File: config.mk
export PLATFORM = sky130hd
export DESIGN_NAME = rf16x128d_queue_ctl
export DESIGN_NICKNAME = d
export VERILOG_FILES = /design/src/rtl/rf16x128d_queue_ctl.sv
export SDC_FILE = /design/constraint.sdc
export NUM_CORES = 1
export LEC_CHECK = 0
export CORE_AREA = 4 4 218 220
export CTS_CLUSTER_DIAMETER = 120
export CTS_CLUSTER_SIZE = 12
export DETAILED_ROUTE_END_ITERATION = 16
export DIE_AREA = 0 0 222 224
export PLACE_DENSITY_LB_ADDON = 0.1
export SLEW_MARGIN = 20
export SYNTH_ARGS = -nofsm -noshare
export SYNTH_HDL_FRONTEND = slang
export SYNTH_SLANG_ARGS = --single-unit
File: constraint.sdc
create_clock -name rclk -period 10.4 [get_ports rclk]
set_input_delay 2.08 -clock rclk [delete_from_list [all_inputs] [get_ports rclk]]
set_output_delay 2.08 -clock rclk [all_outputs]
set_load 0.05 [all_outputs]
File: src/rtl/rf16x128d_queue_ctl.sv
// rf16x128d_queue_ctl: valid/ready FIFO control for a 16-entry one-hot-wordline register file with 2-entry output buffer
module rf16x128d_queue_ctl #(
    parameter int WIDTH        = 128,
    parameter int AFULL_THRESH = 12
) (
    input  logic             rclk,
    input  logic             reset_l,
    input  logic             hold,
    input  logic             enq_vld,
    input  logic [WIDTH-1:0] enq_data,
    output logic             enq_rdy,
    output logic             deq_vld,
    output logic [WIDTH-1:0] deq_data,
    input  logic             deq_rdy,
    output logic             afull,
    output logic [4:0]       occ,
    output logic [WIDTH-1:0] rf_din,
    output logic [15:0]      rf_wr_wl,
    output logic             rf_wr_en,
    output logic [15:0]      rf_rd_wl,
    output logic             rf_read_en,
    output logic             rf_sehold,
    input  logic [WIDTH-1:0] rf_dout
);
    logic [3:0]       wr_ptr_q, wr_ptr_d, rd_ptr_q, rd_ptr_d;
    logic [4:0]       cnt_q, cnt_d;
    logic [1:0]       obuf_cnt_q, obuf_cnt_d;
    logic             rd_d1_q, rd_d1_d, head_q, head_d, run_q;
    logic [WIDTH-1:0] obuf_q [2];
    logic [WIDTH-1:0] obuf_d [2];
    logic             accept, iss, pop, tail;
    logic [2:0]       obuf_nxt;

    always_comb begin
        pop        = (obuf_cnt_q != 2'd0) & deq_rdy;
        enq_rdy    = run_q & (cnt_q != 5'd16) & ~hold;
        accept     = enq_vld & enq_rdy;
        obuf_nxt   = {1'b0, obuf_cnt_q} + {2'b0, rd_d1_q} - {2'b0, pop};
        // issue only if the returning data is guaranteed a free output slot
        iss        = (cnt_q != 5'd0) & ~hold & (obuf_nxt <= 3'd1);
        cnt_d      = cnt_q + {4'b0, accept} - {4'b0, iss};
        wr_ptr_d   = wr_ptr_q + {3'b0, accept};
        rd_ptr_d   = rd_ptr_q + {3'b0, iss};
        rd_d1_d    = iss;
        obuf_cnt_d = obuf_nxt[1:0];
        head_d     = head_q ^ pop;
        tail       = head_q ^ obuf_cnt_q[0];
        obuf_d[0]  = (rd_d1_q & ~tail) ? rf_dout : obuf_q[0];
        obuf_d[1]  = (rd_d1_q & tail) ? rf_dout : obuf_q[1];
    end

    assign rf_wr_en   = accept;
    assign rf_wr_wl   = accept ? (16'd1 << wr_ptr_q) : 16'd0;
    assign rf_din     = enq_data;
    assign rf_read_en = iss;
    assign rf_rd_wl   = iss ? (16'd1 << rd_ptr_q) : 16'd0;
    assign rf_sehold  = hold;
    assign deq_vld    = obuf_cnt_q != 2'd0;
    assign deq_data   = obuf_q[head_q];
    assign afull      = cnt_q >= 5'(AFULL_THRESH);
    assign occ        = cnt_q + {4'b0, rd_d1_q} + {3'b0, obuf_cnt_q};

    always_ff @(posedge rclk or negedge reset_l) begin
        if (!reset_l) begin
            run_q      <= 1'b0;
            wr_ptr_q   <= '0;
            rd_ptr_q   <= '0;
            cnt_q      <= '0;
            rd_d1_q    <= 1'b0;
            obuf_cnt_q <= '0;
            head_q     <= 1'b0;
            obuf_q[0]  <= '0;
            obuf_q[1]  <= '0;
        end else begin
            run_q      <= 1'b1;
            wr_ptr_q   <= wr_ptr_d;
            rd_ptr_q   <= rd_ptr_d;
            cnt_q      <= cnt_d;
            rd_d1_q    <= rd_d1_d;
            obuf_cnt_q <= obuf_cnt_d;
            head_q     <= head_d;
            obuf_q[0]  <= obuf_d[0];
            obuf_q[1]  <= obuf_d[1];
        end
    end
endmodule
### After elaboration in Yosys (flattened, before gate mapping)

Index checks and enable logic that the tools add are counted.

| cells by class | value |
|---|---|
| bitwise operators | 13 |
| shift operators | 2 |
| $add $sub $neg | 8 |
| $lt $le $gt $ge | 3 |
| mux-type cells | 5 |
| equal/unequal tests | 1 |
| reduce and logical (&&, ||, !) cells | 2 |

Operators with widths:

| kind | count |
|---|---|
| 2-to-1 mux 128 bit | 3 |
| 2-to-1 mux 16 bit | 2 |
| << shifter 1 x 4 -> 16 bit, first input constant | 2 |
| adder 5 x 1 -> 5 bit | 2 |
| adder 4 x 1 -> 4 bit | 2 |
| AND 1 bit | 8 |
| adder 5 x 2 -> 5 bit | 1 |
| >= comparator 5 x 4 -> 1 bit, second input constant | 1 |
| != test 5 bit, second input constant | 1 |
| nonzero test 5 bit | 1 |
| subtractor 5 x 1 -> 5 bit | 1 |
| adder 2 x 1 -> 3 bit | 1 |
| less-or-equal comparator 3 x 1 -> 1 bit, second input constant | 1 |
| subtractor 3 x 1 -> 3 bit | 1 |
| >= comparator 2 bit, second input constant | 1 |
| inverter 1 bit | 2 |
| inverter 1 -> 2 bit | 1 |
| nonzero test 2 bit | 1 |
| bitwise XOR 1 bit | 2 |

| word-level totals | value |
|---|---|
| input bits | 261 |
| register bits | 274 |
| output and inout bits | 299 |
| word-level logic and storage cells | 43 |

### Longest topological paths before layout

Gate-level depths: netlist (run 1).

| depth | value |
|---|---|
| word-level depth | 6 |
| gate-level depth with buffers | 17 |
| gate-level depth less buffers | 16 |

### Worst setup path before layout (run 1)

OpenSTA, ideal clock, no wires.

| timing path | value |
|---|---|
| path kind | input to output |
| start | in deq_rdy |
| end | out rf_rd_wl[1] |
| data required time | 8320 ps |
| cell stages on the path | 8 |
| arrival time | 4959 ps |
| path slack | 3361 ps |
| path buffers | 0 |
| cell sequence | and2_1 > ha_1 > inv_1 > ha_1 > fa_1 > nor2_1 > o211ai_2 > nor4_1 |

| on the way | value |
|---|---|
| word-level cells in the longest chain between the ends | 5 |

RTL lines:

| element | RTL line | source |
|---|---|---|
| from (decl) | 14 | `input logic deq_rdy,` |
| AND 1 bit | 35 | `pop = (obuf_cnt_q != 2'd0) & deq_rdy;` |
| subtractor 3 x 1 -> 3 bit | 38 | `obuf_nxt = {1'b0, obuf_cnt_q} + {2'b0, rd_d1_q} - {2'b0, pop};` |
| net obuf_nxt[1] | 32 | `logic [2:0] obuf_nxt;` |
| less-or-equal comparator 3 x 1 -> 1 bit | 40 | `iss = (cnt_q != 5'd0) & ~hold & (obuf_nxt <= 3'd1);` |
| AND 1 bit | 40 |  |
| 2-to-1 mux 16 bit | 56 | `assign rf_rd_wl = iss ? (16'd1 << rd_ptr_q) : 16'd0;` |
| to (decl) | 20 | `output logic [15:0] rf_rd_wl,` |

The timed path passes the listed nets, and every way through them passes these cells.

### Worst setup path in the final report (run 1)

| timing path | value |
|---|---|
| start | in deq_rdy |
| end | out rf_rd_wl[2] |

Same word-level chain as after synthesis.

==> run summary, run 1 <==
outcome - finished, final reports clean
Seq cells post-synth - 274
vias in the first global route - 8527
crit path launch type - primary input
Via density - 4.54
Max Cap Viol - 0
first-pass GRT wire length - 53000 µm
Hold Vio Cnt, Final - 0
critical path's largest stage delay - 0.86 ns
mean post-synth cell area - 13.9 µm²
setup_tns - 0 ns
slowest CP cell - clkdlybuf4s50_1
worst skew pair latency - 0.54 ns
Critical Path End Type - primary output
Mapped Nets - 1233
postcts setup bufs - 0
PD cells - 410 mW/mm²
nets - 1396
Filler cells - 4388
R2R depth - 16
starting DRC count in detailed routing - 248
# diodes - 0
RSZ-0062 raised after global routing - false
Total Power - 6.81 mW
most frequent cells in the layout - 302 x clkdlybuf4s50_1, 282 x mux2_2, 273 x dfrtp_1, 102 x mux2_1, 27 x clkbuf_16
CTS H-tree lvls - 1
post-DP HPWL - 22900 µm
CP max FO - 17
# resized after CTS - 0
# IOs - 560
Num CTS Buffers - 26
Worst R2R Start - obuf_cnt_q[1]
Initial Util - 29.3%
Die Ht - 224 µm
Max Clk Rate - 136 MHz
start point of the critical path - deq_rdy
CP required - 8.32 ns
flop2flop setup slack - 6.41 ns
Slew Viols, Final - 0
top cell family by delay on the critical path - buffers and inverters
drt pass-1 iters - 4
clock slew at reported path FFs - 0.06 ns
CTS tree - yes
Worst Max-Slew Pin Slew - 1.02 ns
worst path bufs/invs - 3
layout cells sized above 1 - 29.1%
final setup vio count - 0
Tightest Hold Check Type - reg -> reg
Mapped Cells - 953
Pleak - 6.73 nW
critical path class - in -> out
crit-path cells - clkdlybuf4s50_1 > and2_1 > ha_1 > inv_1 > ha_1 > fa_1 > nor2_1 > o211ai_2 > nor4_1 > clkdlybuf4s50_1
crit path DAT - 5.25 ns
antenna violations before repair - 7
Mapped Area - 0.0133 mm²
Setup crit end - rf_rd_wl[2]
Routed WL per cell - 19.8 µm
GRT Residual Overflow - 0
register area - 0.00686 mm²
FP Rows - 78
Netlist cell types - 33
CTS Buffer Depth - 3
Seq/Total Area, Yosys - 51.6%
PortBufs - 303
largest net degree at the start of global routing - 161
gr usage total - 13.2%
Max transition margin - 31.9%
Final min period - 7.33 ns
Layout Utilization - 36.7%
drt total wl - 34000 µm
most common cell after layout, fill and taps aside - clkdlybuf4s50_1
CTS sink count - 274
DRC errors left - 0
final antenna-violating net count - 0
Tcrit/Tclk final - 70.5%
Placeable Area - 0.0453 mm²
clk root buf - clkbuf_16
Layout area overhead - 25.1%
peak supply drop - 0.000213 V
via count - 7788
GP Congestion - 0.691
endpoint of the worst register-to-register path - cnt_q[4]
YS warnings - 0
Post-CTS Hold Buffers - 0
Crit path depth - 10
footprint of the multi-input gates - 0.00511 mm²
Die X - 222 µm
Clock Skew - 0.00896 ns
DIE AREA - 0.0497 mm²
## per-stage QoR
stage / setup WS (ns) / cells / hold slack, ns / instance area (µm²)
6_report: 3.07 / 1717 / 0.484 / 16600
5_1_grt: 2.85 / 1717 / 0.494 / 16600
4_1_cts: 3.08 / 1716 / 0.490 / 16600
3_5_place_dp: 3.07 / 1687 / 0.475 / 15900
3_3_place_gp: 3.15 / 1687 / 0.467 / 15900
2_1_floorplan: 3.36 / 953 / 0.459 / 13300
## synth_stat cells, drive strengths merged
cell	number	area, µm²
mux2	384	4320
dfrtp	274	6860
buf	172	1250
inv	17	63.8
ha	15	188
nor4	14	87.6
nor3	13	65.1
nand2b	8	50.1
nor2	8	30.0
xor2	8	70.1
nand2	6	22.5
xnor2	5	43.8
clkbuf	4	15.0
fa	4	80.1
nand3	3	15.0
nor2b	3	18.8
a21oi	2	10.0
o21ai	2	10.0
or2	2	12.5
a21o	1	7.51
a221o	1	10.0
and2	1	6.26
conb	1	3.75
o2111ai	1	8.76
o211ai	1	12.5
o21bai	1	7.51
or3b	1	8.76
or4	1	7.51
## report_power, final
group	internal, mW	switching (mW)
logic	1.63	2.41
clock network	0.462	0.396
registers	1.62	0.292
## worst min path at each step
stage                     depth (start not counted)  slack (ns)           to         from
after global routing                              1        0.49   obuf_q[42]   obuf_q[42]
after floorplan                                   1        0.46  obuf_q[100]  obuf_q[100]
final                                             1        0.48   obuf_q[41]   obuf_q[41]
after CTS                                         1        0.49   obuf_q[55]   obuf_q[55]
after detailed placement                          1        0.48   obuf_q[77]   obuf_q[77]
after global placement                            1        0.47   obuf_q[64]   obuf_q[64]
## worst register-to-register path, stage by stage, from the launching register on
cell and delay, ns:
dfrtp_1 0.45, or2_2 0.31, and2_1 0.19, ha_1 0.27, inv_1 0.04, ha_1 0.18
fa_1 0.50, nor2_1 0.06, o211ai_2 0.26, inv_1 0.21, ha_1 0.33, inv_1 0.04
ha_1 0.21, fa_1 0.41, a21oi_1 0.17, o21bai_1 0.09, xor2_1 0.14
## sequential cells by signal (all words and copies together) (netlist names)
register	flops
rd_ptr_q	4
obuf_q	256
obuf_cnt_q	2
wr_ptr_q	4
cnt_q	5
rd_d1_q	1
run_q	1
head_q	1
## metal layers
| metal | wire length (µm) | track usage (%) |
|---|---|---|
| met1 | 13600 | 15.8 |
| met2 | 16000 | 21.4 |
| met3 | 3550 | 6.37 |
| met4 | 751 | 3.44 |
| met5 | 109 | 0.854 |
## kinds of logic after synthesis
group | after synthesis | synth area share [%]
other | 1 | 0.0282
xor gates and xnor gates | 13 | 0.857
AOI/OAI and AO/OA | 9 | 0.499
muxes | 384 | 32.5
and+or+nand+nor | 60 | 2.44
adders and majority gates | 19 | 2.02
buffers and inverters | 193 | 10.0
DFF | 274 | 51.6
## cell type report
class	instances	area share, %
flip-flops and latches	274	41.3
multi-input cells	486	30.8
repair buffers	311	18.8
well taps	600	4.52
clock buffers	29	4.17
inverters	17	0.384
Note: power is estimated with default switching activity, not from simulation.
==> inputs of run 2 (changes only) <==
--- a/config.mk
+++ b/config.mk
@@ -5,11 +5,11 @@
 export SDC_FILE = /design/constraint.sdc
 export NUM_CORES = 1
 export LEC_CHECK = 0
-export CORE_AREA = 4 4 218 220
+export CORE_AREA = 4 4 215 217
 export CTS_CLUSTER_DIAMETER = 120
 export CTS_CLUSTER_SIZE = 12
 export DETAILED_ROUTE_END_ITERATION = 16
-export DIE_AREA = 0 0 222 224
+export DIE_AREA = 0 0 219 221
 export PLACE_DENSITY_LB_ADDON = 0.1
 export SLEW_MARGIN = 20
 export SYNTH_ARGS = -nofsm -noshare
==> constraint.sdc (replaced) <==
create_clock -name rclk -period 7.4 [get_ports rclk]
set_input_delay 1.48 -clock rclk [delete_from_list [all_inputs] [get_ports rclk]]
set_output_delay 1.48 -clock rclk [all_outputs]
set_load 0.05 [all_outputs]
==> run summary, run 2 (synthesis gave the netlist of run 1 again) <==
endpoint of the worst register-to-register path - cnt_q[4]
crit path launch type - primary input
drt pass-1 iters - 4 (unchanged)
R2R depth - 16 (unchanged)
crit path DAT - 4.67 ns (-0.58 ns)
RSZ-0062 raised after global routing - false
Worst Max-Slew Pin Slew - 0.999 ns (-0.0229 ns)
Max Cap Viol - 0 (unchanged)
most common cell after layout, fill and taps aside - clkdlybuf4s50_1
vias in the first global route - 8503 (-0.28%)
source of the worst hold timing path - obuf_q[25]
GP Congestion - 0.711 (+2.9%)
outcome - finished, final reports clean
largest net degree at the start of global routing - 124 (-23%)
Tcrit/Tclk final - 83.1%
final setup vio count - 0 (unchanged)
Tightest Hold Check Type - reg -> reg
CTS sink count - 274 (unchanged)
Die Ht - 221 µm (-1.3%)
peak supply drop - 0.000299 V (+41%)
layout cells sized above 1 - 29.1% (unchanged)
Final min period - 6.15 ns
clock slew at reported path FFs - 0.06 ns (about the same)
post-DP HPWL - 22600 µm (-1.2%)
CTS H-tree lvls - 1 (unchanged)
CP required - 5.92 ns (-2.40 ns)
postcts setup bufs - 0 (unchanged)
hold path cells - 1 (unchanged)
final antenna-violating net count - 0 (unchanged)
Final Worst Setup Slack - 1.25 ns (-1.82 ns)
# IOs - 560 (unchanged)
Min Hold Slack - 0.485 ns (+0.000502 ns)
PortBufs - 303 (unchanged)
GRT Residual Overflow - 0 (unchanged)
critical path class - in -> out
Critical Path End Type - primary output
drt total wl - 33400 µm (-1.7%)
Max transition margin - 33.4% (+1.5 points)
Pleak - 6.72 nW (-0.12%)
first-pass GRT wire length - 51900 µm (-2.0%)
DRC errors left - 0 (unchanged)
Layout Utilization - 37.6% (+0.90 points)
Routed WL per cell - 19.5 µm (-1.3%)
Total Power - 9.57 mW (+41%)
CTS tree - yes
worst skew pair latency - 0.55 ns (about the same)
Min-Delay Endpoint - obuf_q[25]
flop2flop setup slack - 3.41 ns (-3.00 ns)
register area - 0.00686 mm² (unchanged)
gr usage total - 13.4% (+0.15 points)
Placed Cells - 1680 (-0.41%)
PD cells - 577 mW/mm² (+41%)
Placeable Area - 0.0441 mm² (-2.6%)
footprint of the multi-input gates - 0.00511 mm² (unchanged)
Clock Skew - 0.0124 ns (+0.00340 ns)
DIE AREA - 0.0484 mm² (-2.7%)
Initial Util - 30.1% (+0.77 points)
Via density - 4.53 (about the same)
via count - 7752 (-0.46%)
Worst R2R Start - obuf_cnt_q[1]
antenna violations before repair - 5 (-2)
Layout area overhead - 24.8%
Final Cell Area - 0.0166 mm² (-0.17%)
Reg with most FFs - obuf_q
most frequent cells in the layout - 302 x clkdlybuf4s50_1, 282 x mux2_2, 273 x dfrtp_1, 102 x mux2_1, 27 x clkbuf_16
# resized after CTS - 0 (unchanged)
Max Clk Rate - 163 MHz
biggest regs - obuf_q x256, cnt_q x5
Die X - 219 µm (-1.4%)
dpl ws - 1.28 ns (-1.80 ns)
CP max FO - 17 (unchanged)
max reg flops - 256 (unchanged)
Num CTS Buffers - 26 (unchanged)
clk root buf - clkbuf_16
Final Non-Filler Cells - 1710 (-0.41%)
nets - 1396 (unchanged)
Post-CTS Hold Buffers - 0 (unchanged)
setup_tns - 0 ns (unchanged)
Filler cells - 4362 (-0.59%)
FP Rows - 77 (-1.3%)
CTS Buffer Depth - 3 (unchanged)
starting DRC count in detailed routing - 200 (-19%)
Post-DP Area - 0.0159 mm² (about the same)
Hold Vio Cnt, Final - 0 (unchanged)
Slew Viols, Final - 0 (unchanged)
[run 2: area by class of cell]
| class | instances | share of cell area, % |
|---|---|---|
| Antenna cell | 1 | 0.0151 |
| Clock buffer | 29 | 4.18 |
| Inverter | 17 | 0.385 |
| Multi-Input combinational cell | 486 | 30.8 |
| Sequential cell | 274 | 41.4 |
| Tap cell | 592 | 4.47 |
| Timing Repair Buffer | 311 | 18.8 |
[run 2: power by group]
part           switching [mW]  internal [mW]  total (mW)
registers               0.392           2.28        2.67
clock network           0.568          0.651        1.22
logic                    3.39           2.29        5.68
[run 2: routing by layer]
layer | vias up | part of all wire [%] | global-route usage [%]
li1 | 3508 | - | -
met1 | 3852 | 42 | 16.7
met2 | 309 | 45 | 20.8
met3 | 71 | 10 | 6.28
met4 | 12 | 2.4 | 3.43
met5 | - | 0.38 | 1.21
[run 2: worst max-delay path by stage]
| stage | start | endpoint | slack, ns | depth (start not counted) |
|---|---|---|---|---|
| 3_5_place_dp | deq_rdy | rf_rd_wl[6] | 1.28 | 10 |
| 3_3_place_gp | deq_rdy | rf_rd_wl[2] | 1.31 | 10 |
| 5_1_grt | deq_rdy | rf_rd_wl[8] | 1.05 | 10 |
| 2_1_floorplan | deq_rdy | rf_rd_wl[1] | 1.56 | 8 |
| 4_1_cts | deq_rdy | rf_rd_wl[6] | 1.26 | 10 |
| 6_report | deq_rdy | rf_rd_wl[6] | 1.25 | 10 |
[run 2: critical path, cell delays in order]
cell,delay [ns]
clkdlybuf4s50_1,0.40
and2_1,0.16
ha_1,0.27
inv_1,0.04
ha_1,0.17
fa_1,0.46
nor2_1,0.14
o211ai_2,0.33
nor4_1,0.35
clkdlybuf4s50_1,0.86
